**src/rtl/keypad_pkg.sv**
```systemverilog
// Shared types for the decimal keypad front-end: key vector type,
// debouncer FSM states and a one-hot test helper.
package keypad_pkg;

   localparam int NUM_KEYS = 10;

   typedef logic [NUM_KEYS-1:0] key_vec_t;

   typedef enum logic [1:0] {
      IDLE     = 2'd0,
      DEBOUNCE = 2'd1,
      HELD     = 2'd2,
      RELEASE  = 2'd3
   } kd_state_t;

   // True when exactly one key line is set.
   function automatic logic is_onehot(key_vec_t v);
      int unsigned ones;
      ones = 0;
      for (int i = 0; i < NUM_KEYS; i++) begin
         ones += {31'd0, v[i]};
      end
      return (ones == 1);
   endfunction

endpackage

```
**src/rtl/key_sync.sv**
```systemverilog
// Two-flop synchroniser for a bus of asynchronous, independent lines.
// Each bit is synchronised on its own; no cross-bit coherency is implied.
module key_sync #(
   parameter int W = 1
) (
   input  logic         clk,
   input  logic         rst,
   input  logic [W-1:0] d,
   output logic [W-1:0] q
);

   logic [W-1:0] meta_d, meta_q;
   logic [W-1:0] sync_d, sync_q;

   // Next values simply shift the chain by one stage.
   always_comb begin
      meta_d = d;
      sync_d = meta_q;
   end

   // Chain registers, cleared asynchronously.
   always_ff @(posedge clk or posedge rst) begin
      if (rst) begin
         meta_q <= '0;
         sync_q <= '0;
      end else begin
         meta_q <= meta_d;
         sync_q <= sync_d;
      end
   end

   assign q = sync_q;

endmodule

```
**src/rtl/decimal_key_debouncer.sv**
```systemverilog
// Decimal keypad front-end: synchronises ten raw key lines, debounces
// press and release, and presents a held one-hot code for a downstream
// BCD encoder with a one-cycle strobe per accepted press. Multi-key
// presses raise an error strobe and never reach key_onehot.
// Optional build macro KEY_REPEAT_EN adds auto-repeat of key_valid while
// an accepted key stays held.
module decimal_key_debouncer
   import keypad_pkg::*;
#(
   parameter int DEBOUNCE_CYCLES = 4,
   parameter int REPEAT_CYCLES   = 16
) (
   input  logic                clk,
   input  logic                rst,
   input  logic [NUM_KEYS-1:0] key_raw,
   output logic [NUM_KEYS-1:0] key_onehot,
   output logic                key_valid,
   output logic                key_error,
   output logic                busy
);

   localparam int             CNT_W    = $clog2(DEBOUNCE_CYCLES + 1);
   localparam logic [CNT_W-1:0] CNT_ONE  = CNT_W'(1);
   localparam logic [CNT_W-1:0] CNT_LAST = CNT_W'(DEBOUNCE_CYCLES - 1);

   // A counter that accepts on its first sample would make the filter
   // transparent, and a repeat period below two cycles is meaningless.
   if (DEBOUNCE_CYCLES < 2 || REPEAT_CYCLES < 2) begin : g_bad_params
      $error("decimal_key_debouncer: DEBOUNCE_CYCLES and REPEAT_CYCLES must be >= 2");
   end

   key_vec_t   s;

   kd_state_t  state_d, state_q;
   logic [CNT_W-1:0] cnt_d, cnt_q;
   key_vec_t   sample_d, sample_q;
   key_vec_t   key_onehot_d, key_onehot_q;
   logic       key_valid_d, key_valid_q;
   logic       key_error_d, key_error_q;

`ifdef KEY_REPEAT_EN
   localparam int               REP_W    = $clog2(REPEAT_CYCLES);
   localparam logic [REP_W-1:0] REP_LAST = REP_W'(REPEAT_CYCLES - 1);

   logic [REP_W-1:0] rep_cnt_d, rep_cnt_q;
   // Set only when the press that led into HELD was a legal single key.
   logic             rep_ok_d, rep_ok_q;
`endif

   key_sync #(
      .W (NUM_KEYS)
   ) u_key_sync (
      .clk (clk),
      .rst (rst),
      .d   (key_raw),
      .q   (s)
   );

   // Next-state, counter and strobe logic; strobes default low so they
   // last exactly one cycle.
   always_comb begin
      state_d      = state_q;
      cnt_d        = cnt_q;
      sample_d     = sample_q;
      key_onehot_d = key_onehot_q;
      key_valid_d  = 1'b0;
      key_error_d  = 1'b0;
`ifdef KEY_REPEAT_EN
      rep_cnt_d    = rep_cnt_q;
      rep_ok_d     = rep_ok_q;
`endif

      case (state_q)
         IDLE: begin
            if (s != '0) begin
               sample_d = s;
               cnt_d    = CNT_ONE;
               state_d  = DEBOUNCE;
            end
         end

         DEBOUNCE: begin
            if (s == '0) begin
               // Short glitch: drop it without any strobe.
               state_d = IDLE;
            end else if (s != sample_q) begin
               // Pattern still settling: restart on the new pattern.
               sample_d = s;
               cnt_d    = CNT_ONE;
            end else if (cnt_q == CNT_LAST) begin
               if (is_onehot(sample_q)) begin
                  key_onehot_d = sample_q;
                  key_valid_d  = 1'b1;
`ifdef KEY_REPEAT_EN
                  rep_ok_d     = 1'b1;
`endif
               end else begin
                  key_error_d  = 1'b1;
`ifdef KEY_REPEAT_EN
                  rep_ok_d     = 1'b0;
`endif
               end
`ifdef KEY_REPEAT_EN
               rep_cnt_d = '0;
`endif
               state_d = HELD;
            end else begin
               cnt_d = cnt_q + CNT_ONE;
            end
         end

         HELD: begin
            if (s == '0) begin
               cnt_d   = CNT_ONE;
               state_d = RELEASE;
            end
`ifdef KEY_REPEAT_EN
            else if (rep_ok_q && (s == key_onehot_q)) begin
               if (rep_cnt_q == REP_LAST) begin
                  key_valid_d = 1'b1;
                  rep_cnt_d   = '0;
               end else begin
                  rep_cnt_d   = rep_cnt_q + REP_W'(1);
               end
            end else begin
               // Different or extra key held: restart the repeat period.
               rep_cnt_d = '0;
            end
`endif
         end

         RELEASE: begin
            if (s != '0) begin
               // Release bounce: the key is still considered held.
               state_d = HELD;
`ifdef KEY_REPEAT_EN
               rep_cnt_d = '0;
`endif
            end else if (cnt_q == CNT_LAST) begin
               state_d = IDLE;
            end else begin
               cnt_d = cnt_q + CNT_ONE;
            end
         end

         default: begin
            state_d = IDLE;
         end
      endcase
   end

   // Control and output registers, all cleared by the asynchronous reset.
   always_ff @(posedge clk or posedge rst) begin
      if (rst) begin
         state_q      <= IDLE;
         cnt_q        <= '0;
         sample_q     <= '0;
         key_onehot_q <= '0;
         key_valid_q  <= 1'b0;
         key_error_q  <= 1'b0;
      end else begin
         state_q      <= state_d;
         cnt_q        <= cnt_d;
         sample_q     <= sample_d;
         key_onehot_q <= key_onehot_d;
         key_valid_q  <= key_valid_d;
         key_error_q  <= key_error_d;
      end
   end

`ifdef KEY_REPEAT_EN
   // Auto-repeat period counter and eligibility flag.
   always_ff @(posedge clk or posedge rst) begin
      if (rst) begin
         rep_cnt_q <= '0;
         rep_ok_q  <= 1'b0;
      end else begin
         rep_cnt_q <= rep_cnt_d;
         rep_ok_q  <= rep_ok_d;
      end
   end
`endif

   assign key_onehot = key_onehot_q;
   assign key_valid  = key_valid_q;
   assign key_error  = key_error_q;
   assign busy       = (state_q != IDLE);

endmodule

```
**config.mk**
```make
export PLATFORM = sky130hd
export DESIGN_NAME = decimal_key_debouncer
export DESIGN_NICKNAME = d
export VERILOG_FILES = /design/src/rtl/keypad_pkg.sv /design/src/rtl/key_sync.sv /design/src/rtl/decimal_key_debouncer.sv
export SDC_FILE = /design/constraint.sdc
export NUM_CORES = 1
export LEC_CHECK = 0
export ABC_AREA = 0
export CORE_UTILIZATION = 45
export DETAILED_ROUTE_END_ITERATION = 7
export GPL_ROUTABILITY_DRIVEN = 0
export PLACE_DENSITY = 0.67
export SETUP_SLACK_MARGIN = 0.5
export SYNTH_ARGS = -nofsm -noshare
export SYNTH_HDL_FRONTEND = slang
export SYNTH_SLANG_ARGS = --single-unit
```
**constraint.sdc**
```tcl
create_clock -name clk -period 5.6 [get_ports clk]
set_clock_uncertainty 0.05 [all_clocks]
set_input_delay 1.12 -clock clk [delete_from_list [all_inputs] [get_ports clk]]
set_output_delay 1.12 -clock clk [all_outputs]
set_load 0.005 [all_outputs]
```
==> run_results.csv, run 1 <==
group,metric,value,unit
run_status,status,"finished clean",
worst_setup_path,worstPathMaxFanout,10,
sta,finalSetupTns,0,ns
logic_synthesis,yosys_warnings,0,
global_routing,global_route_wire_length_before_repair,5550,um
logic_synthesis,synth.area.top_cells,"dfrtp_1, mux2_2, fa_1, xnor2_1, inv_1",
worst_setup_path,critPathRequiredTime,5.73,ns
cts,cts-resized-gates,0,
sta,setup_ws,1.55,ns
global_routing,grt_remaining_overflow,0,
sta,final.period_utilization,0.722,
detailed_routing,drc_errors,0,
cts,clkSlewWorstSetupHoldPaths,0.08,ns
hold_path,min_path_type,"register to register",
logic_synthesis,synth_fp_nets,166,
power_and_ir_drop,p_leak,1.06,nW
logic_synthesis,synth_largest_area_cell,"dfrtp_1",
sta,hold_viol_final,0,
detailed_routing,drt_wl_total,3230,um
sta,slew_viol_final,0,
cells_and_area,area_growth_syn_to_layout,19.0,%
cts,post_cts_setup_repair_bufs,0,
sta,setup-violations-final,0,
global_routing,number_of_global_route_vias_before_repair,1255,
sta,fmax,247,MHz
logic_synthesis,dominantRegCellSynth,"dfrtp_1",
cts,cts_root_buffer,"clkbuf_8",
global_routing,grt_antenna_before_repair,0,
detailed_routing,post_drt_via_cell_ratio,5.18,
sta,worst_slew_pin_slew,0.909,ns
cells_and_area,design.final.nets,196,
power_and_ir_drop,power.density,263,nW/um2
place,dpl-instance-area,2320,um2
detailed_routing,detail_route.wl_per_cell,14.3,um
place,port-buffer-count,24,
logic_synthesis,synth_enable_flop_cells,0,
place,dp_worst_setup_slack,1.55,ns
floorplanning,fp.dieArea,4760,um2
floorplanning,rows,23,
worst_setup_path,data_arrival_time_of_the_critical_path,4.18,ns
cells_and_area,post_layout_nonfiller_instances,226,
cts,clk-insertion-delay-late,0.29,ns
sta,slew_headroom,0.393,
logic_synthesis,synth.lib_cells_used.distinct,32,
cts,hold_fix_buffers_at_cts,0,
cts,max-clock-path-buffers,2,
place,place.detailed.hpwl,2420,um
floorplanning,core_area,4140,um2
cts,cts_tree,"done",
logic_synthesis,syn_avg_cell_area,13.9,um2
cells_and_area,final_cell_area,2400,um2
detailed_routing,wl_met1,1470,um
detailed_routing,maxUsedRoutingLayer,"met4",
hold_path,hold_path_depth,0,
cts,numCtsBuffers,5,
logic_synthesis,synthesis.area,2020,um2
place,dp.cells,218,
worst_setup_path,setup.worst_path.end_class,"register",
cells_and_area,num_antenna_cells,0,
floorplanning,die_w,69.0,um
detailed_routing,vias,1170,
global_routing,grt_start_max_net_pins,48,
worst_setup_path,cp_launch_type,"register",
logic_synthesis,ys_async_sr_fraction,1.00,
cts,htreeDepth,2,
cells_and_area,layout.filler_cells,350,
global_routing,globalRouteTotalUtil,0.166,
detailed_routing,dr.pass1.iters,4,
worst_setup_path,r2r.worst_path.cells,13,
logic_synthesis,synth.cells.most_frequent,"dfrtp_1, mux2_2, inv_1, xnor2_1, nand2_1",
power_and_ir_drop,power.ir.vdd_worst,0.175,mV
logic_synthesis,yosysTopAreaCellShare,0.582,
detailed_routing,detailedRoute.firstIterationViolations,57,
floorplanning,io_pins,25,
flow_run,cap_violations,0,
floorplanning,initial_core_utilization,0.487,
logic_synthesis,ys_ff_latch,47,
worst_setup_path,crit_type,"register to register",
detailed_routing,met3_length,99,um
cells_and_area,multi_input_logic_area,791,um2
cells_and_area,drive_above_1_share,0.222,
sta,grt_setup_unrepaired,"no",
cells_and_area,final-seq-area,1180,um2
cts,tritoncts_sinks,47,
logic_synthesis,post-synth-top-count-cell,"dfrtp_1",
sta,min_period,4.05,ns
detailed_routing,final_ant_viol_nets,0,
floorplanning,floorplan.die.height,69.0,um
detailed_routing,wl_met2,1620,um
logic_synthesis,yosysSeqAreaShare,0.582,
logic_synthesis,post_synth_inst_count,145,
[placed cells by master (no fill, tap or decap), types with 3 or more instances in the layout]
master           count
a21oi_1              4
clkbuf_8             5
clkdlybuf4s50_1     24
dfrtp_1             47
fa_1                 6
ha_1                 3
inv_1               12
mux2_2              19
nand2_1              7
nor2_1               4
nor4_1               3
xnor2_1             12
[final timing paths]
kind	endpoint	slack (ns)	startpoint
setup / recovery	key_onehot[1]	1.55	sample_q[0]
hold / removal	u_key_sync.q[7]	0.30	u_key_sync.meta_q[7]
setup reg to reg	key_onehot[1]	1.55	sample_q[0]
hold reg to reg	u_key_sync.q[7]	0.30	u_key_sync.meta_q[7]
max in group asynchronous	key_onehot[2]	3.65	rst
min in group asynchronous	u_key_sync.meta_q[7]	1.29	rst
[sequential cells by signal, summed over array words and instances (netlist names), named ones only]
| signal | flops |
|---|---|
| cnt_q | 3 |
| key_error | 1 |
| key_onehot | 10 |
| key_valid | 1 |
| sample_q | 10 |
| state_q | 1 |
| u_key_sync.meta_q | 10 |
| u_key_sync.q | 10 |
[cells by family after synthesis]
kind of cell,after synthesis,share of synthesized area
AOI/OAI and AO/OA,15,0.0613
buffers and inverters,14,0.0260
DFF,47,0.582
muxes,19,0.106
xor gates and xnor gates,12,0.0520
adders and majority gates,9,0.0781
and+or+nand+nor,29,0.0942
[worst max-delay path, stage by stage (launching register included)]
cell and delay, ns:
dfrtp_1 0.45, fa_1 0.53, fa_1 0.52, inv_1 0.05, fa_1 0.42, inv_1 0.06, ha_1 0.16, inv_1 0.06
fa_1 0.37, a2111oi_0 0.38, a21oi_1 0.10, nor2_1 0.23, nand3_4 0.21, mux2_2 0.34
[metal layers]
layer	global-route usage	vias up
met4	0.0612	0
met5	0	-
met3	0.0543	5
li1	-	559
met2	0.269	21
met1	0.206	585
[final cells by class]
type,count,share of cell area
Sequential cell,47,0.489
Multi-Input combinational cell,84,0.329
Timing Repair Buffer,24,0.0999
Clock buffer,6,0.0302
Tap cell,50,0.0260
Inverter,13,0.0203
Clock inverter,2,0.00521
[report_power, final]
part           leakage (nW)  internal, W   total, W  switching, W
Sequential            0.577     0.000350   0.000360     0.0000101
Clock                0.0412    0.0000872   0.000194      0.000106
Combinational         0.437    0.0000359  0.0000786     0.0000427
[through the flow]
| stage | hold slack (ns) | util | power, W |
|---|---|---|---|
| after floorplan | 0.281 | - | 0.000422 |
| after global placement | 0.282 | 0.559 | 0.000441 |
| after detailed placement | 0.285 | 0.559 | 0.000447 |
| after CTS | 0.305 | 0.580 | 0.000641 |
| after global routing | 0.311 | 0.580 | 0.000663 |
| final | 0.300 | 0.580 | 0.000632 |
Note: power is estimated with default switching activity, not from simulation.
==> run 2, diff against run 1 <==
==> constraint.sdc (replaced) <==
create_clock -name clk -period 3.83 [get_ports clk]
set_clock_uncertainty 0.05 [all_clocks]
set_input_delay 0.766 -clock clk [delete_from_list [all_inputs] [get_ports clk]]
set_output_delay 0.766 -clock clk [all_outputs]
set_load 0.005 [all_outputs]
==> run 2 against run 1 <==
Effect of this change: count of clock-buffer cells in the layout down 1; first-iteration DRC count down 26%; final area is 5.7% higher; critical path depth did not move; worst hold slack improved by 0.0037 ns; worst setup slack lost 1.5 ns; sequential cell count did not move; combinational power increased by 140%; maximum frequency rose by 8.4%.
==> run_results.csv, run 2 (synthesis results as in run 1) <==
group,metric,value,unit
global_routing,global_route_wire_length_before_repair,5880,um
sta,final.period_utilization,0.975,
floorplanning,die_w,69.0,um
floorplanning,floorplan.die.height,69.0,um
global_routing,grt_antenna_before_repair,0,
detailed_routing,dr.pass1.iters,4,
worst_setup_path,crit_type,"register to register",
cells_and_area,final_common_cell,"dfrtp_1",
power_and_ir_drop,power.density,400,nW/um2
floorplanning,io_pins,25,
cells_and_area,layout.filler_cells,342,
place,dpl-instance-area,2340,um2
cts,cts_root_buffer,"clkbuf_8",
sta,finalSetupTns,0,ns
detailed_routing,detailedRoute.firstIterationViolations,42,
cts,tritoncts_sinks,47,
worst_setup_path,crit-reg2reg-launch,"sample_q[1]",
sta,fmax,268,MHz
sta,setup-violations-final,0,
detailed_routing,final_ant_viol_nets,0,
sta,worst_slew_pin_slew,0.929,ns
sta,hold_viol_final,0,
detailed_routing,post_drt_via_cell_ratio,5.29,
floorplanning,fp.dieArea,4760,um2
cts,clk-insertion-delay-late,0.30,ns
sta,min_period,3.73,ns
global_routing,number_of_global_route_vias_before_repair,1184,
worst_setup_path,setup.worst_path.end_class,"register",
run_status,status,"finished clean",
cells_and_area,commonest_cells_after_routing_fill_and_taps_aside,"dfrtp_1, clkdlybuf4s50_1, mux2_2",
hold_path,min_path_type,"register to register",
worst_setup_path,worstPathMaxFanout,5,
cts,clkSlewWorstSetupHoldPaths,0.09,ns
power_and_ir_drop,power.ir.vdd_worst,0.313,mV
worst_setup_path,critPathRequiredTime,3.96,ns
worst_setup_path,r2r.worst_path.cells,13,
place,place.detailed.hpwl,2490,um
detailed_routing,drt_wl_total,3660,um
worst_setup_path,r2r_slack,0.1,ns
cells_and_area,num_antenna_cells,0,
global_routing,grt_start_max_net_pins,48,
cells_and_area,design.final.nets,204,
flow_run,cap_violations,0,
global_routing,grt_remaining_overflow,0,
floorplanning,core_area,4140,um2
floorplanning,initial_core_utilization,0.487,
worst_setup_path,data_arrival_time_of_the_critical_path,3.86,ns
sta,slew_headroom,0.380,
worst_setup_path,regToRegEndpoint,"key_onehot[4]",
detailed_routing,drc_errors,0,
cells_and_area,area_growth_syn_to_layout,25.8,%
cts,htreeDepth,2,
cells_and_area,drive_above_1_share,0.310,
power_and_ir_drop,p_leak,1.11,nW
detailed_routing,detail_route.wl_per_cell,15.6,um
floorplanning,rows,23,
place,port-buffer-count,24,
cells_and_area,final_cell_area,2540,um2
hold_path,hold_path_depth,0,
worst_setup_path,cp_launch_type,"register",
global_routing,globalRouteTotalUtil,0.179,
sta,grt_setup_unrepaired,"yes",
cts,max-clock-path-buffers,2,
sta,slew_viol_final,0,
hold_path,worst_hold_startpoint,"u_key_sync.meta_q[3]",
cts,numCtsBuffers,5,
detailed_routing,vias,1239,
hold_path,worstHoldEndpoint,"u_key_sync.q[3]",
cts,cts_tree,"done",
==> run 2: cell count changes in the layout (fill, tap and decap cells not counted), sizes merged <==
cell	previous run	this run
inv	13	14
clkinv	1	2
clkbuf	6	5
nand3	4	5
buf	0	7
clkinvlp	1	0
==> run 2: where the power goes <==
| group | internal [W] | leakage [nW] | total (W) | switching (W) |
|---|---|---|---|---|
| sequential | 0.000512 | 0.576 | 0.000526 | 0.0000143 |
| clock | 0.000131 | 0.0485 | 0.000300 | 0.000169 |
| combinational | 0.0000893 | 0.482 | 0.000191 | 0.000101 |
| total | 0.000732 | 1.11 | 0.00102 | 0.000285 |
==> run 2: routing by layer <==
layer  track usage  wire length (um)  vias up
met5             0                 0        -
met4        0.0459                27        0
met3        0.0395                84        4
met2         0.299              1770       24
met1         0.236              1780      630
li1              -                 -      581
==> run 2: final cells by class <==
| type | count | area (um2) | area share |
|---|---|---|---|
| flip-flops and latches | 47 | 1180 | 0.464 |
| multi-input cells | 85 | 867 | 0.341 |
| repair buffers | 31 | 293 | 0.115 |
| clock buffers | 5 | 68.8 | 0.0271 |
| well taps | 50 | 62.6 | 0.0246 |
| inverters | 13 | 48.8 | 0.0192 |
| clock inverters | 3 | 22.5 | 0.00887 |
==> run 2: how the worst max path moves through the flow <==
| stage | cells after the start | slack [ns] | start | end |
|---|---|---|---|---|
| after floorplan | 13 | 0.26 | sample_q[3] | key_onehot[0] |
| final | 13 | 0.1 | sample_q[1] | key_onehot[4] |
| after CTS | 13 | 0.13 | sample_q[1] | key_onehot[4] |
| after detailed placement | 13 | 0.04 | sample_q[3] | key_onehot[0] |
| after global routing | 13 | 0.01 | sample_q[7] | key_onehot[4] |
| after global placement | 13 | 0.14 | sample_q[3] | key_onehot[0] |
==> run 2: worst max-delay path, stage by stage, from the launching register on <==
cell       delay [ns]
dfrtp_1          0.41
fa_1             0.50
fa_1             0.52
inv_1            0.05
fa_1             0.45
inv_2            0.09
ha_4             0.13
inv_2            0.04
fa_2             0.38
a2111oi_4        0.24
a21oi_2          0.09
nor2_4           0.17
nand3_4          0.15
mux2_4           0.35
==> run 2: metrics by stage <==
| stage | hold WS [ns] | utilization | worst slack [ns] | instances | total power [W] |
|---|---|---|---|---|---|
| global placement | 0.282 | 0.566 | 0.142 | 219 | 0.000660 |
| finish | 0.304 | 0.613 | 0.0972 | 234 | 0.00102 |
| detailed placement | 0.285 | 0.566 | 0.0448 | 219 | 0.000669 |
| floorplan | 0.281 | - | 0.260 | 145 | 0.000631 |
| CTS | 0.306 | 0.607 | 0.130 | 232 | 0.00100 |
| global route | 0.311 | 0.613 | 0.0104 | 234 | 0.00106 |
==> run 2: timing repair <==
item / 4_1_cts / 5_1_grt
setup endpoints to repair: 11 / 12
cloned: 1 / 0
setup buffers: 4 / 2
pin swaps: 3 / 1
gates resized for setup: 8 / 3
hold buffers: 0 / 0
==> run 3, diff against run 2 <==
--- a/config.mk
+++ b/config.mk
@@ -5,11 +5,12 @@
 export SDC_FILE = /design/constraint.sdc
 export NUM_CORES = 1
 export LEC_CHECK = 0
-export ABC_AREA = 0
+export ABC_AREA = 1
+export CORE_MARGIN = 8
 export CORE_UTILIZATION = 45
 export DETAILED_ROUTE_END_ITERATION = 7
 export GPL_ROUTABILITY_DRIVEN = 0
-export PLACE_DENSITY = 0.67
+export PLACE_DENSITY = 0.66
 export SETUP_SLACK_MARGIN = 0.5
 export SYNTH_ARGS = -nofsm -noshare
 export SYNTH_HDL_FRONTEND = slang
==> run 3 against run 2 <==
Effect of this change: combinational power rose to 8.1 times the previous value; worst setup slack improved by 0.29 ns; first-iteration DRC count is 90% higher; cell count grew 59%; sequential share of layout area fell by 3.8 points; sequential cell count is the same; critical path depth increased by 2; via count grew 34%; count of clock-buffer cells in the layout increased by 1; final area up 8.9%; critical path type unchanged; critical endpoint is now key_onehot[0].
==> run_results.csv, run 3 <==
group,metric,value,unit
worst_setup_path,worstSetupPathDepth,15,
cells_and_area,design.final.nets,322,
place,dp.cells,358,
cts,clkSlewWorstSetupHoldPaths,0.08,ns
logic_synthesis,post_synth_inst_count,268,
cells_and_area,area_growth_syn_to_layout,19.4,%
cells_and_area,final_cell_area,2770,um2
floorplanning,rows,26,
logic_synthesis,yosysSeqAreaShare,0.508,
power_and_ir_drop,p_leak,1.47,nW
cts,clk-insertion-delay-late,0.30,ns
worst_setup_path,worstPathMaxFanout,6,
logic_synthesis,synth.area.top_cells,"dfrtp_1, nand2_1, inv_1, fa_1, nand4_1",
hold_path,min_path_type,"register to register",
cells_and_area,num_antenna_cells,0,
global_routing,grt_start_max_net_pins,48,
floorplanning,io_pins,25,
cts,cts_root_buffer,"clkbuf_8",
cells_and_area,layout.filler_cells,467,
detailed_routing,vias,1659,
global_routing,grt_antenna_before_repair,0,
worst_setup_path,cp_launch_type,"register",
worst_setup_path,r2r.worst_path.cells,15,
sta,worst_slew_pin_slew,0.937,ns
detailed_routing,final_ant_viol_nets,0,
logic_synthesis,synth.cells.most_frequent,"nand2_1, inv_1, dfrtp_1, nand3_1, nand4_1",
floorplanning,core_area,5040,um2
logic_synthesis,synthesis.area,2320,um2
logic_synthesis,synth_fp_nets,289,
worst_setup_path,data_arrival_time_of_the_critical_path,3.63,ns
cells_and_area,commonest_cells_after_routing_fill_and_taps_aside,"nand2_1, inv_1, dfrtp_1",
sta,min_period,3.44,ns
worst_setup_path,critPathRequiredTime,4.02,ns
worst_setup_path,cpMaxStageDelayCell,"fa_1",
detailed_routing,drt_wl_total,4180,um
cells_and_area,fin_util,0.549,
sta,slew_headroom,0.374,
logic_synthesis,synth_enable_flop_cells,0,
hold_path,hold_path_depth,0,
logic_synthesis,ys_ff_latch,47,
logic_synthesis,synth_largest_area_cell,"dfrtp_1",
detailed_routing,post_drt_via_cell_ratio,4.46,
sta,setup-violations-final,0,
cts,max-clock-path-buffers,2,
sta,finalSetupTns,0,ns
power_and_ir_drop,power.density,907,nW/um2
sta,final.period_utilization,0.899,
cells_and_area,final-seq-area,1180,um2
worst_setup_path,critPathBufInv,5,
logic_synthesis,syn_avg_cell_area,8.64,um2
floorplanning,fp.dieArea,7700,um2
detailed_routing,detailedRoute.firstIterationViolations,80,
place,place.detailed.hpwl,3070,um
detailed_routing,detail_route.wl_per_cell,11.2,um
detailed_routing,drc_errors,0,
place,port-buffer-count,24,
power_and_ir_drop,power.ir.vdd_worst,0.492,mV
global_routing,globalRouteTotalUtil,0.115,
cts,tritoncts_sinks,47,
logic_synthesis,dominantRegCellSynth,"dfrtp_1",
power_and_ir_drop,report.power.total,0.00251,W
logic_synthesis,post-synth-top-count-cell,"nand2_1",
logic_synthesis,yosys_warnings,0,
run_status,status,"finished clean",
cts,htreeDepth,2,
cells_and_area,final_common_cell,"nand2_1",
sta,slew_viol_final,0,
sta,fmax,291,MHz
sta,hold_viol_final,0,
cts,numCtsBuffers,5,
flow_run,cap_violations,0,
global_routing,grt_remaining_overflow,0,
global_routing,number_of_global_route_vias_before_repair,1550,
cells_and_area,multi_input_logic_area,907,um2
cells_and_area,post_layout_nonfiller_instances,372,
logic_synthesis,synth.lib_cells_used.distinct,26,
floorplanning,die_w,87.7,um
floorplanning,floorplan.die.height,87.7,um
global_routing,global_route_wire_length_before_repair,6930,um
sta,grt_setup_unrepaired,"yes",
cts,cts_tree,"done",
floorplanning,initial_core_utilization,0.459,
worst_setup_path,cp_slowest_stage_delay,0.51,ns
worst_setup_path,setup.worst_path.end_class,"register",
cts,hold_fix_buffers_at_cts,0,
worst_setup_path,path_common_cell,"fa_1",
worst_setup_path,crit_path_cell_trace,"fa_1 -> fa_1 -> inv_1 -> fa_1 -> inv_1 -> ha_2 -> inv_2 -> fa_1 -> o211ai_1 -> a21oi_2 -> buf_6 -> nand3_4 -> nand2_2 -> nand2_1 -> inv_1",
worst_setup_path,crit_type,"register to register",
place,dpl-instance-area,2620,um2
logic_synthesis,ys_async_sr_fraction,1.00,
cells_and_area,drive_above_1_share,0.116,
logic_synthesis,yosysTopAreaCellShare,0.508,
detailed_routing,dr.pass1.iters,4,
worst_setup_path,critPathTopFamily,"adder cells",
==> run 3: logic make-up after synthesis <==
family | synth area share
buffers and inverters | 0.114
XOR/XNOR | 0.0184
flip-flops | 0.508
AND/OR/NAND/NOR | 0.278
adder cells (fa/ha/maj) | 0.0681
AO/OA/AOI/OAI | 0.0140
==> run 3: final timing paths <==
kind                                       from                   end  slack, ns
min reg2reg                u_key_sync.meta_q[6]       u_key_sync.q[6]       0.30
min                        u_key_sync.meta_q[6]       u_key_sync.q[6]       0.30
max in group asynchronous                   rst         key_onehot[5]       2.21
max reg2reg                         sample_q[3]         key_onehot[0]       0.39
min in group asynchronous                   rst  u_key_sync.meta_q[3]       0.94
max                                 sample_q[3]         key_onehot[0]       0.39
==> run 3: report_power, final <==
part	switching, W	internal, W	leakage, nW
Clock	0.000162	0.000128	0.0412
Sequential	0.0000833	0.000583	0.583
Combinational	0.000917	0.000635	0.845
Total	0.00116	0.00135	1.47
==> run 3: metal layers <==
layer	vias to the layer above	track usage	share of wire
li1	868	-	-
met1	745	0.149	0.48
met2	40	0.180	0.45
met3	6	0.0347	0.056
met4	0	0.0375	0.011
met5	-	0	0
==> run 3: area by class of cell <==
type / count / share of cell area
Sequential cell: 47 / 0.425
Clock inverter: 2 / 0.00452
Tap cell: 70 / 0.0317
Inverter: 59 / 0.0801
Timing Repair Buffer: 30 / 0.104
Multi-Input combinational cell: 158 / 0.328
Clock buffer: 6 / 0.0262
==> run 3: stage by stage <==
stage / hold WS (ns) / setup WS [ns]
finish: 0.302 / 0.388
global route: 0.308 / 0.193
CTS: 0.305 / 0.373
detailed placement: 0.285 / 0.199
global placement: 0.282 / 0.291
floorplan: 0.281 / 0.444
==> run 3: what timing repair did <==
item | in CTS | in global routing
gates cloned | 1 | 0
gates resized for setup | 2 | 3
pin swaps | 11 | 1
endpoints found under the setup margin | 12 | 12
buffers inserted | 5 | 0
